`src/rtl/ballot_collector.sv`:
```
// Ballot collector: gathers one 2-bit ballot per voter over valid/ready and holds an 8-bit frame for the tally.
// Optional timeout force-emit is built only when BALLOT_TIMEOUT_EN is defined.
module ballot_collector #(
  parameter int unsigned TIMEOUT_CYCLES = 16,
  parameter logic [1:0]  DEFAULT_BALLOT = 2'b00
) (
  input  logic       clk,
  input  logic       rst,
  input  logic       in_valid,
  output logic       in_ready,
  input  logic [1:0] in_voter,
  input  logic [1:0] in_ballot,
  output logic       frame_valid,
  input  logic       frame_ready,
  output logic [7:0] frame_data,
  output logic [3:0] frame_mask,
  output logic       dup_err,
  output logic       timeout_flag
);

  typedef enum logic {COLLECT = 1'b0, EMIT = 1'b1} state_e;

  state_e     state_q, state_d;
  logic [7:0] data_q, data_d;
  logic [3:0] mask_q, mask_d;
  logic       dup_err_q, dup_err_d;
  logic       timeout_flag_q, timeout_flag_d;
  logic       accept;

`ifdef BALLOT_TIMEOUT_EN
  logic [7:0] cnt_q, cnt_d;
`else
  logic       unused_params;
  assign unused_params = ^{TIMEOUT_CYCLES[7:0], DEFAULT_BALLOT};
`endif

  assign accept = in_valid && (state_q == COLLECT);

  // NOTE: state flops use non-blocking assignments so every flop samples pre-edge values.
  always_ff @(posedge clk) begin
    if (rst) begin
      state_q        <= COLLECT;
      data_q         <= '0;
      mask_q         <= '0;
      dup_err_q      <= 1'b0;
      timeout_flag_q <= 1'b0;
`ifdef BALLOT_TIMEOUT_EN
      cnt_q          <= '0;
`endif
    end else begin
      state_q        <= state_d;
      data_q         <= data_d;
      mask_q         <= mask_d;
      dup_err_q      <= dup_err_d;
      timeout_flag_q <= timeout_flag_d;
`ifdef BALLOT_TIMEOUT_EN
      cnt_q          <= cnt_d;
`endif
    end
  end

  // NOTE: every signal gets a default first, so no path through this block can infer a latch.
  always_comb begin
    state_d        = state_q;
    data_d         = data_q;
    mask_d         = mask_q;
    dup_err_d      = 1'b0;
    timeout_flag_d = timeout_flag_q;
`ifdef BALLOT_TIMEOUT_EN
    cnt_d          = cnt_q;
`endif
    case (state_q)
      COLLECT: begin
        if (accept) begin
          // A repeat voter is consumed but dropped; the first ballot stands.
          if (mask_q[in_voter]) begin
            dup_err_d = 1'b1;
          end else begin
            data_d[{in_voter, 1'b0} +: 2] = in_ballot;
            mask_d[in_voter]              = 1'b1;
          end
        end
`ifdef BALLOT_TIMEOUT_EN
        if (mask_q != 4'b0000) begin
          cnt_d = cnt_q + 8'd1;
        end else if (accept) begin
          cnt_d = 8'd1;
        end
`endif
        if (mask_d == 4'b1111) begin
          state_d = EMIT;
`ifdef BALLOT_TIMEOUT_EN
        end else if (cnt_q == TIMEOUT_CYCLES[7:0]) begin
          // A full frame on this edge takes priority over the timeout fill above.
          for (int k = 0; k < 4; k++) begin
            if (!mask_d[k]) data_d[2*k +: 2] = DEFAULT_BALLOT;
          end
          timeout_flag_d = 1'b1;
          state_d        = EMIT;
`endif
        end
      end
      EMIT: begin
        if (frame_ready) begin
          state_d        = COLLECT;
          data_d         = '0;
          mask_d         = '0;
          timeout_flag_d = 1'b0;
`ifdef BALLOT_TIMEOUT_EN
          cnt_d          = '0;
`endif
        end
      end
      default: state_d = COLLECT;
    endcase
  end

  always_comb begin
    in_ready     = (state_q == COLLECT);
    frame_valid  = (state_q == EMIT);
    frame_data   = data_q;
    frame_mask   = mask_q;
    dup_err      = dup_err_q;
`ifdef BALLOT_TIMEOUT_EN
    timeout_flag = timeout_flag_q;
`else
    timeout_flag = 1'b0;
`endif
  end

endmodule

```
`config.mk`:
```
export PLATFORM = sky130hd
export DESIGN_NAME = ballot_collector
export DESIGN_NICKNAME = d
export VERILOG_FILES = /design/src/rtl/ballot_collector.sv
export SDC_FILE = /design/constraint.sdc
export NUM_CORES = 1
export LEC_CHECK = 0
export ABC_AREA = 0
export CAP_MARGIN = 30
export CORE_MARGIN = 3
export CORE_UTILIZATION = 52
export CTS_BUF_LIST = sky130_fd_sc_hd__clkbuf_4 sky130_fd_sc_hd__clkbuf_8
export DETAILED_ROUTE_END_ITERATION = 6
export HOLD_SLACK_MARGIN = 0.12
export PLACE_DENSITY = 0.87
export SKIP_CTS_REPAIR_TIMING = 1
export SLEW_MARGIN = 20
export SYNTH_ARGS = -nofsm -noshare
export SYNTH_HDL_FRONTEND = slang
export SYNTH_SLANG_ARGS = --single-unit
```
`constraint.sdc`:
```
create_clock -name clk -period 3.4 [get_ports clk]
set_input_delay 0.34 -clock clk [delete_from_list [all_inputs] [get_ports clk]]
set_output_delay 0.34 -clock clk [all_outputs]
set_load 0.05 [all_outputs]
```
==> results of run 1 <==
==> stage by stage <==
step	std cells	hold slack, ps
floorplan	97	488
global placement	130	447
detailed placement	130	446
CTS	134	459
global route	134	484
finish	134	458
==> path summary, 6_finish.rpt <==
| check | startpoint | slack, ps | cells after the start | end |
|---|---|---|---|---|
| max | in_voter[0] | 1110 | 5 | frame_data[7]$_SDFFE_PP0P_ |
| min | frame_data[6]$_SDFFE_PP0P_ | 460 | 2 | frame_data[6]$_SDFFE_PP0P_ |
| max reg2reg | frame_mask[3]$_SDFFE_PP0P_ | 1580 | 4 | frame_data[7]$_SDFFE_PP0P_ |
| min reg2reg | frame_data[6]$_SDFFE_PP0P_ | 460 | 2 | frame_data[6]$_SDFFE_PP0P_ |
==> placed cells by master, fill, tap and decap left out, types with 2 or more instances in the layout <==
cell type	count
o31ai_1	4
clkbuf_4	3
nand3_1	3
a21oi_1	8
nor2_1	4
nand2b_1	5
mux2_2	2
o21ai_0	6
nand4_1	3
inv_1	12
nor2b_1	6
nand2_1	4
ha_1	8
clkdlybuf4s50_1	22
nand4b_1	3
or3b_1	2
dfxtp_1	14
==> cell usage after synthesis, types with 2 or more instances <==
cell type  number  share of area, %
a21oi_1         8               4.9
clkbuf_1        3               1.4
dfxtp_1        14                34
ha_1            8                12
inv_1          12               5.5
mux2_2          2               2.7
nand2_1         4               1.8
nand2b_1        5               3.8
nand3_1         3               1.8
nand4_1         3               2.3
nand4b_1        3               3.2
nor2_1          4               1.8
nor2b_1         6               4.6
o21ai_0         6               3.6
o31ai_1         4               3.6
or3b_1          2               2.1
==> layer usage <==
layer | GRT usage (%) | share of wire [%] | up-vias
li1 | - | - | 379
met1 | 25.2 | 45 | 338
met2 | 31.2 | 48 | 16
met3 | 7.11 | 4.5 | 5
met4 | 8.52 | 2.1 | 0
met5 | 0 | 0 | -
==> area by class of cell <==
type,count,area [um2],area share (%)
sequential,14,280,25.9
tap,15,18.8,1.74
inverter,12,45.0,4.17
multi-input combinational,67,480,44.4
timing repair buffer,22,220,20.4
clock buffer,4,36.3,3.36
==> sequential cells by signal (all words and copies together), names as in the netlist <==
signal and count:
frame_valid 1, frame_data 8, frame_mask 4, dup_err 1
==> power by group <==
| part | switching [W] | internal (W) |
|---|---|---|
| combinational | 0.0000477 | 0.0000315 |
| sequential | 0.00000415 | 0.000168 |
| clock | 0.0000573 | 0.0000653 |
| total | 0.000109 | 0.000265 |
==> cells by family after synthesis <==
logic type,Yosys count
flops,14
mux,3
buf+inv,16
fa+ha+maj,8
other cells,1
compound gates,21
simple gates,34
==> critical path: stages <==
cell and delay [ps]:
clkdlybuf4s50_1 690, mux4_2 630, o31a_1 310, or3b_1 400, a21oi_1 140
==> impl_metrics.json, run 1 <==
{
  "first_pass_iters": 4,
  "n_antenna_cell": 0,
  "wl_per_cell_um": 13.2,
  "clock-sinks": 14,
  "dpl_worst_slack_ps": 835,
  "tns_ps": 0,
  "critPathKind": "in -> reg",
  "status": "completed",
  "core_mm2": 0.00140,
  "insertion_delay_ps": 290,
  "initial_utilization_pct": 58.9,
  "avgSynthCellArea_um2": 8.50,
  "drtIter0Drc": 15,
  "netlist_instances": 97,
  "path_max_fanout": 10,
  "ys_types": 26,
  "synth_fa_ha_area_share_pct": 12.1,
  "fin_crit_ps": 2290,
  "maxSlewHeadroom_pct": 66.3,
  "antenna_found_initial": 0,
  "max_freq_mhz": 436,
  "power_w": 0.000374,
  "seq_area_frac_synth_pct": 34.0,
  "tritoncts": "yes",
  "synth_nets": 113,
  "setup_ws_ps": 1110,
  "io_pins": 24,
  "final_max_slew_viol_count": 0,
  "final_cell_area_mm2": 0.00108,
  "vias_per_cell": 5.51,
  "rows": 13,
  "die-area_mm2": 0.00210,
  "rsz0062_at_grt": "no",
  "grt_use_total_pct": 20.2,
  "dpl_cell_area_mm2": 0.00104,
  "grt_pass1_vias": 650,
  "synth-compound-area-share_pct": 15.2,
  "start_kind": "primary input",
  "synth_area_um2": 825,
  "ant_nets": 0,
  "chipWidth_um": 45.8,
  "synth_seq_cells": 14,
  "totalWireLength_mm": 1.77,
  "cts_max_level": 1,
  "fill_cells": 103,
  "grt-ovfl-total": 0,
  "post-route-util_pct": 77.3,
  "ys_warn_count": 0,
  "drive_gt1_share_pct": 5.88,
  "p_leak_nw": 0.415,
  "grt_max_degree": 15,
  "drv_cap": 0,
  "synth_ff_type": "dfxtp_1",
  "crit_arrival_ps": 2510,
  "synth-edff-count": 0,
  "routabilityCongestion": 0.871,
  "dpl.hpwl_mm": 1.36,
  "setup_viol": 0,
  "async_flop_share_pct": 0,
  "yosys.area_share.xor_xnor_pct": 0,
  "period_share_pct": 67.4,
  "final_nets": 136,
  "cts-root-buf": "clkbuf_4",
  "drc": 0,
  "clock_path_buffers": 2,
  "io_buffers": 22,
  "synth_simple_gate_area_share_pct": 25.0,
  "fp.dieH_um": 45.8,
  "grt_pass1_wl_mm": 2.95,
  "cp-end-kind": "register",
  "num_vias": 738,
  "worst_slew_pin_slew_ps": 504,
  "synth_top_family_by_area": "simple AND/OR/NAND/NOR gates",
  "cp.required_ps": 3620,
  "skew_ps": 7.19,
  "cts-buffers-inserted": 3,
  "clk_pin_slew_ps": 90,
  "p_per_area_mw_per_mm2": 346,
  "area_delta_synth_final_pct": 31.1,
  "synthMuxAreaShare_pct": 5.46,
  "holdCritPathClass": "reg -> reg",
  "hold_viol_final": 0,
  "peakVddDrop_uv": 219
}
(Power assumes the default switching activity.)
==> run 2: changes to the inputs <==
CORE_UTILIZATION = 48   (was 52)
PLACE_DENSITY = 0.81   (was 0.87)
clock period = 2.35 ns   (was 3.4 ns; I/O delays follow)
==> run 2 against run 1 <==
  * Via count increased by 0.81%
  * Global-route usage decreased by 1.7 points
  * Total power is 34% higher
  * Worst setup slack worse by 740 ps
  * Sequential share of layout area shrank 0.060 points
  * Critical path depth up 2
  * Critical path type unchanged
  * Largest cell class unchanged
  * Largest power group unchanged
  * Highest routed layer unchanged
==> impl_metrics.json, run 2 (same netlist as run 1, synthesis figures left out) <==
{
  "status": "completed",
  "cp.required_ps": 2550,
  "final_cell_mix": "clkdlybuf4s50_1 (22), dfxtp_1 (14), inv_1 (12), a21oi_1 (8), ha_1 (8)",
  "dpl_cell_area_mm2": 0.00106,
  "totalWireLength_mm": 1.80,
  "hold_viol_final": 0,
  "io_buffers": 22,
  "drc": 0,
  "grt_pass1_wl_mm": 2.90,
  "num_vias": 744,
  "grt_use_total_pct": 18.5,
  "dpl_worst_slack_ps": 121,
  "clock-sinks": 14,
  "crit_arrival_ps": 2170,
  "antenna_found_initial": 0,
  "tritoncts": "yes",
  "cts_max_level": 1,
  "insertion_delay_ps": 280,
  "grt-ovfl-total": 0,
  "routabilityCongestion": 0.817,
  "final_nets": 138,
  "n_antenna_cell": 0,
  "rsz0062_at_grt": "no",
  "vias_per_cell": 5.47,
  "grt_pass1_vias": 678,
  "drive_gt1_share_pct": 6.67,
  "io_pins": 24,
  "fp.dieH_um": 47.4,
  "wl_per_cell_um": 13.2,
  "period_share_pct": 84.1,
  "final_common_cell": "clkdlybuf4s50_1",
  "chipWidth_um": 47.4,
  "worstHoldPathCells": 2,
  "ant_nets": 0,
  "area_delta_synth_final_pct": 31.4,
  "fin_crit_ps": 1980,
  "p_per_area_mw_per_mm2": 463,
  "largest_reg_flops": 8,
  "clk_pin_slew_ps": 80,
  "clock_path_buffers": 2,
  "p_leak_nw": 0.418,
  "die-area_mm2": 0.00225,
  "dpl.hpwl_mm": 1.44,
  "maxSlewHeadroom_pct": 66.4,
  "tns_ps": 0,
  "setup_ws_ps": 373,
  "critPathKind": "in -> reg",
  "skew_ps": 2.17,
  "holdCritPathClass": "reg -> reg",
  "first_pass_iters": 4,
  "worst_slew_pin_slew_ps": 503,
  "max_freq_mhz": 506,
  "core_mm2": 0.00156,
  "cp-end-kind": "register",
  "reg2reg_depth": 4,
  "grt_max_degree": 15,
  "cts-buffers-inserted": 3,
  "setup_viol": 0,
  "initial_utilization_pct": 52.9,
  "path_max_fanout": 8,
  "drv_cap": 0,
  "peakVddDrop_uv": 360,
  "final_max_slew_viol_count": 0,
  "start_kind": "primary input",
  "rows": 14,
  "final_cell_area_mm2": 0.00108,
  "drtIter0Drc": 8,
  "cts-root-buf": "clkbuf_4"
}
==> run 2: cell types whose count changed in the layout (fill, tap and decap cells not counted) <==
| cell | change |
|---|---|
| clkbuf_8 | -1 |
| buf_4 | +2 |
==> run 2: layout make-up <==
| type | instances | area [um2] |
|---|---|---|
| clock buffer | 3 | 22.5 |
| multi-input combinational | 67 | 480 |
| inverter | 12 | 45.0 |
| sequential | 14 | 280 |
| fill | 128 | 475 |
| tap | 16 | 20.0 |
| timing repair buffer | 24 | 235 |
==> run 2: power breakdown <==
part           total, W  leakage [nW]  switching (W)  internal, W
Clock          0.000133        0.0138      0.0000738    0.0000594
Sequential     0.000249         0.113     0.00000574     0.000243
Combinational  0.000119         0.291      0.0000706    0.0000485
Total          0.000501         0.418       0.000150     0.000351
==> run 2: metal layers <==
metal | GRT usage [%] | share of wire, % | vias up
li1 | - | - | 381
met4 | 8.84 | 2.0 | 0
met2 | 28.9 | 46 | 26
met5 | 0 | 0 | -
met1 | 24.3 | 45 | 332
met3 | 3.76 | 6.7 | 5
==> run 2: critical path, stage by stage <==
cell and delay [ps]:
clkdlybuf4s50_1 570, inv_1 210, ha_1 190, or4bb_1 410
o221ai_1 260, nand4_1 120, a21oi_1 180
==> run 2: path summary, 6_finish.rpt <==
path                                 to  slack [ps]                  startpoint
max              frame_valid$_SDFF_PP0_         370                 in_voter[1]
min          frame_data[7]$_SDFFE_PP0P_         450  frame_data[7]$_SDFFE_PP0P_
max reg2reg  frame_data[6]$_SDFFE_PP0P_         620  frame_mask[3]$_SDFFE_PP0P_
min reg2reg  frame_data[7]$_SDFFE_PP0P_         450  frame_data[7]$_SDFFE_PP0P_
==> run 2: stage by stage <==
| stage | util, % | std cells | hold WS, ps | power (W) |
|---|---|---|---|---|
| floorplan | - | 97 | 383 | 0.000329 |
| global placement | 68.1 | 133 | 441 | 0.000372 |
| detailed placement | 68.1 | 133 | 443 | 0.000373 |
| CTS | 69.5 | 136 | 454 | 0.000503 |
| global route | 69.5 | 136 | 482 | 0.000527 |
| finish | 69.5 | 136 | 453 | 0.000501 |
==> run 3: changes to the inputs <==
clock period = 1.9 ns   (was 2.35 ns; I/O delays follow)
==> run 3 against run 2 <==
  * Flip-flop and latch count stayed put
  * Wire length is 14% higher
  * Non-clock buffer count rose by 14
  * First-iteration DRC count rose to 3.4 times the previous value
  * Via count increased by 9.9%
==> impl_metrics.json, run 3 (same netlist as run 1, synthesis figures left out) <==
{
  "status": "completed",
  "antenna_found_initial": 0,
  "p_seq_share_pct": 44.1,
  "maxSlewHeadroom_pct": 66.5,
  "power_w": 0.000701,
  "grt_pass1_vias": 764,
  "core_mm2": 0.00156,
  "rsz0062_at_grt": "no",
  "clock_path_buffers": 2,
  "vias_per_cell": 5.42,
  "fill_cells": 111,
  "n_antenna_cell": 0,
  "insertion_delay_ps": 280,
  "cp_slowest_stage_delay_ps": 700,
  "first_pass_iters": 4,
  "path_max_fanout": 11,
  "rows": 14,
  "multi_input_area_um2": 480,
  "final_cell_mix": "clkdlybuf4s50_1 (20), buf_4 (16), dfxtp_1 (13), inv_1 (12)",
  "wl_per_cell_um": 13.6,
  "io_pins": 24,
  "holdCritPathClass": "reg -> reg",
  "fp.dieH_um": 47.4,
  "p_sw_w": 0.000202,
  "cts_max_level": 1,
  "hold_viol_final": 0,
  "post-route-util_pct": 77.4,
  "start_kind": "register",
  "skew_ps": 3.30,
  "drive_gt1_share_pct": 18.5,
  "final_nets": 152,
  "power.internal_w": 0.000499,
  "comb_power_share_pct": 25.0,
  "tns_ps": 0,
  "final_max_slew_viol_count": 0,
  "period_share_pct": 94.4,
  "totalWireLength_mm": 2.05,
  "drc": 0,
  "grt_pass1_wl_mm": 3.33,
  "drtIter0Drc": 27,
  "clk_pin_slew_ps": 90,
  "switching_share_pct": 28.8,
  "routabilityCongestion": 0.848,
  "die-area_mm2": 0.00225,
  "max_freq_mhz": 558,
  "path_buf_inv": 2,
  "ff_latch_area_um2": 282,
  "cts-buffers-inserted": 3,
  "io_buffers": 22,
  "grt-ovfl-total": 0,
  "tritoncts": "yes",
  "cp.required_ps": 1710,
  "largest_reg_flops": 8,
  "crit_arrival_ps": 1600,
  "grt_max_degree": 15,
  "chipWidth_um": 47.4,
  "grt_use_total_pct": 20.8,
  "cp_top_family": "buffers and inverters",
  "clock-sinks": 14,
  "p_leak_nw": 0.507,
  "setup_viol": 0,
  "final_common_cell": "clkdlybuf4s50_1",
  "whs_ps": 478,
  "peakVddDrop_uv": 379,
  "cts-root-buf": "clkbuf_4",
  "ant_nets": 0,
  "crit_chain": "inv_1 > clkdlybuf4s50_1",
  "critical-path-slowest-cell": "clkdlybuf4s50_1",
  "num_vias": 818,
  "p_per_area_mw_per_mm2": 581,
  "cp-end-kind": "output port",
  "worst_slew_pin_slew_ps": 501,
  "fin_crit_ps": 1790,
  "clkPwrFrac_pct": 31.0,
  "dpl.hpwl_mm": 1.59,
  "area_delta_synth_final_pct": 46.4,
  "critPathKind": "reg -> out",
  "initial_utilization_pct": 52.9,
  "drv_cap": 0
}
## run 3: cell count changes in the layout (fill, tap and decap cells not counted), sizes merged
cell and change:
clkbuf +1, dlymetal6s2s +1, clkdlybuf4s50 -2, buf +15
## run 3: power by group through the flow
stage               sequential (W)  clock [W]  combinational, W
floorplan                 0.000341          0         0.0000665
global placement          0.000316          0          0.000168
detailed placement        0.000315          0          0.000172
CTS                       0.000309   0.000223          0.000174
global route              0.000310   0.000238          0.000187
finish                    0.000309   0.000217          0.000175
## run 3: final timing paths
path                         startpoint                    endpoint  slack [ps]  cells after the start
max              frame_valid$_SDFF_PP0_                    in_ready         110                      2
min          frame_data[6]$_SDFFE_PP0P_  frame_data[6]$_SDFFE_PP0P_         480                      2
max reg2reg  frame_mask[0]$_SDFFE_PP0P_  frame_data[6]$_SDFFE_PP0P_         160                      4
min reg2reg  frame_data[6]$_SDFFE_PP0P_  frame_data[6]$_SDFFE_PP0P_         480                      2
## run 3: layout make-up
class	instances	share of cell area [%]
Multi-Input combinational cell	67	39.8
Tap cell	16	1.66
Timing Repair Buffer	38	28.5
Inverter	12	3.73
Sequential cell	14	23.3
Clock buffer	4	3.01
## run 3: layer usage
layer	track usage, %	wire length, um	share of wire (%)
met3	2.26	90	4.4
met4	8.29	25	1.2
met2	33.2	1030	50
met1	28.6	906	44
met5	0	0	0
## run 3: through the flow
stage,setup slack (ps),instance area (um2),std cells
finish,106,1210,151
global route,42.5,1210,151
CTS,63.2,1200,151
detailed placement,-216,1160,147
global placement,-155,1160,147
floorplan,5.60,826,97
## run 3: worst register-to-register path: stages, from the launching register on
cell,delay (ps)
dfxtp_1,360
mux4_2,490
o31a_1,280
or3b_1,380
a21oi_1,150
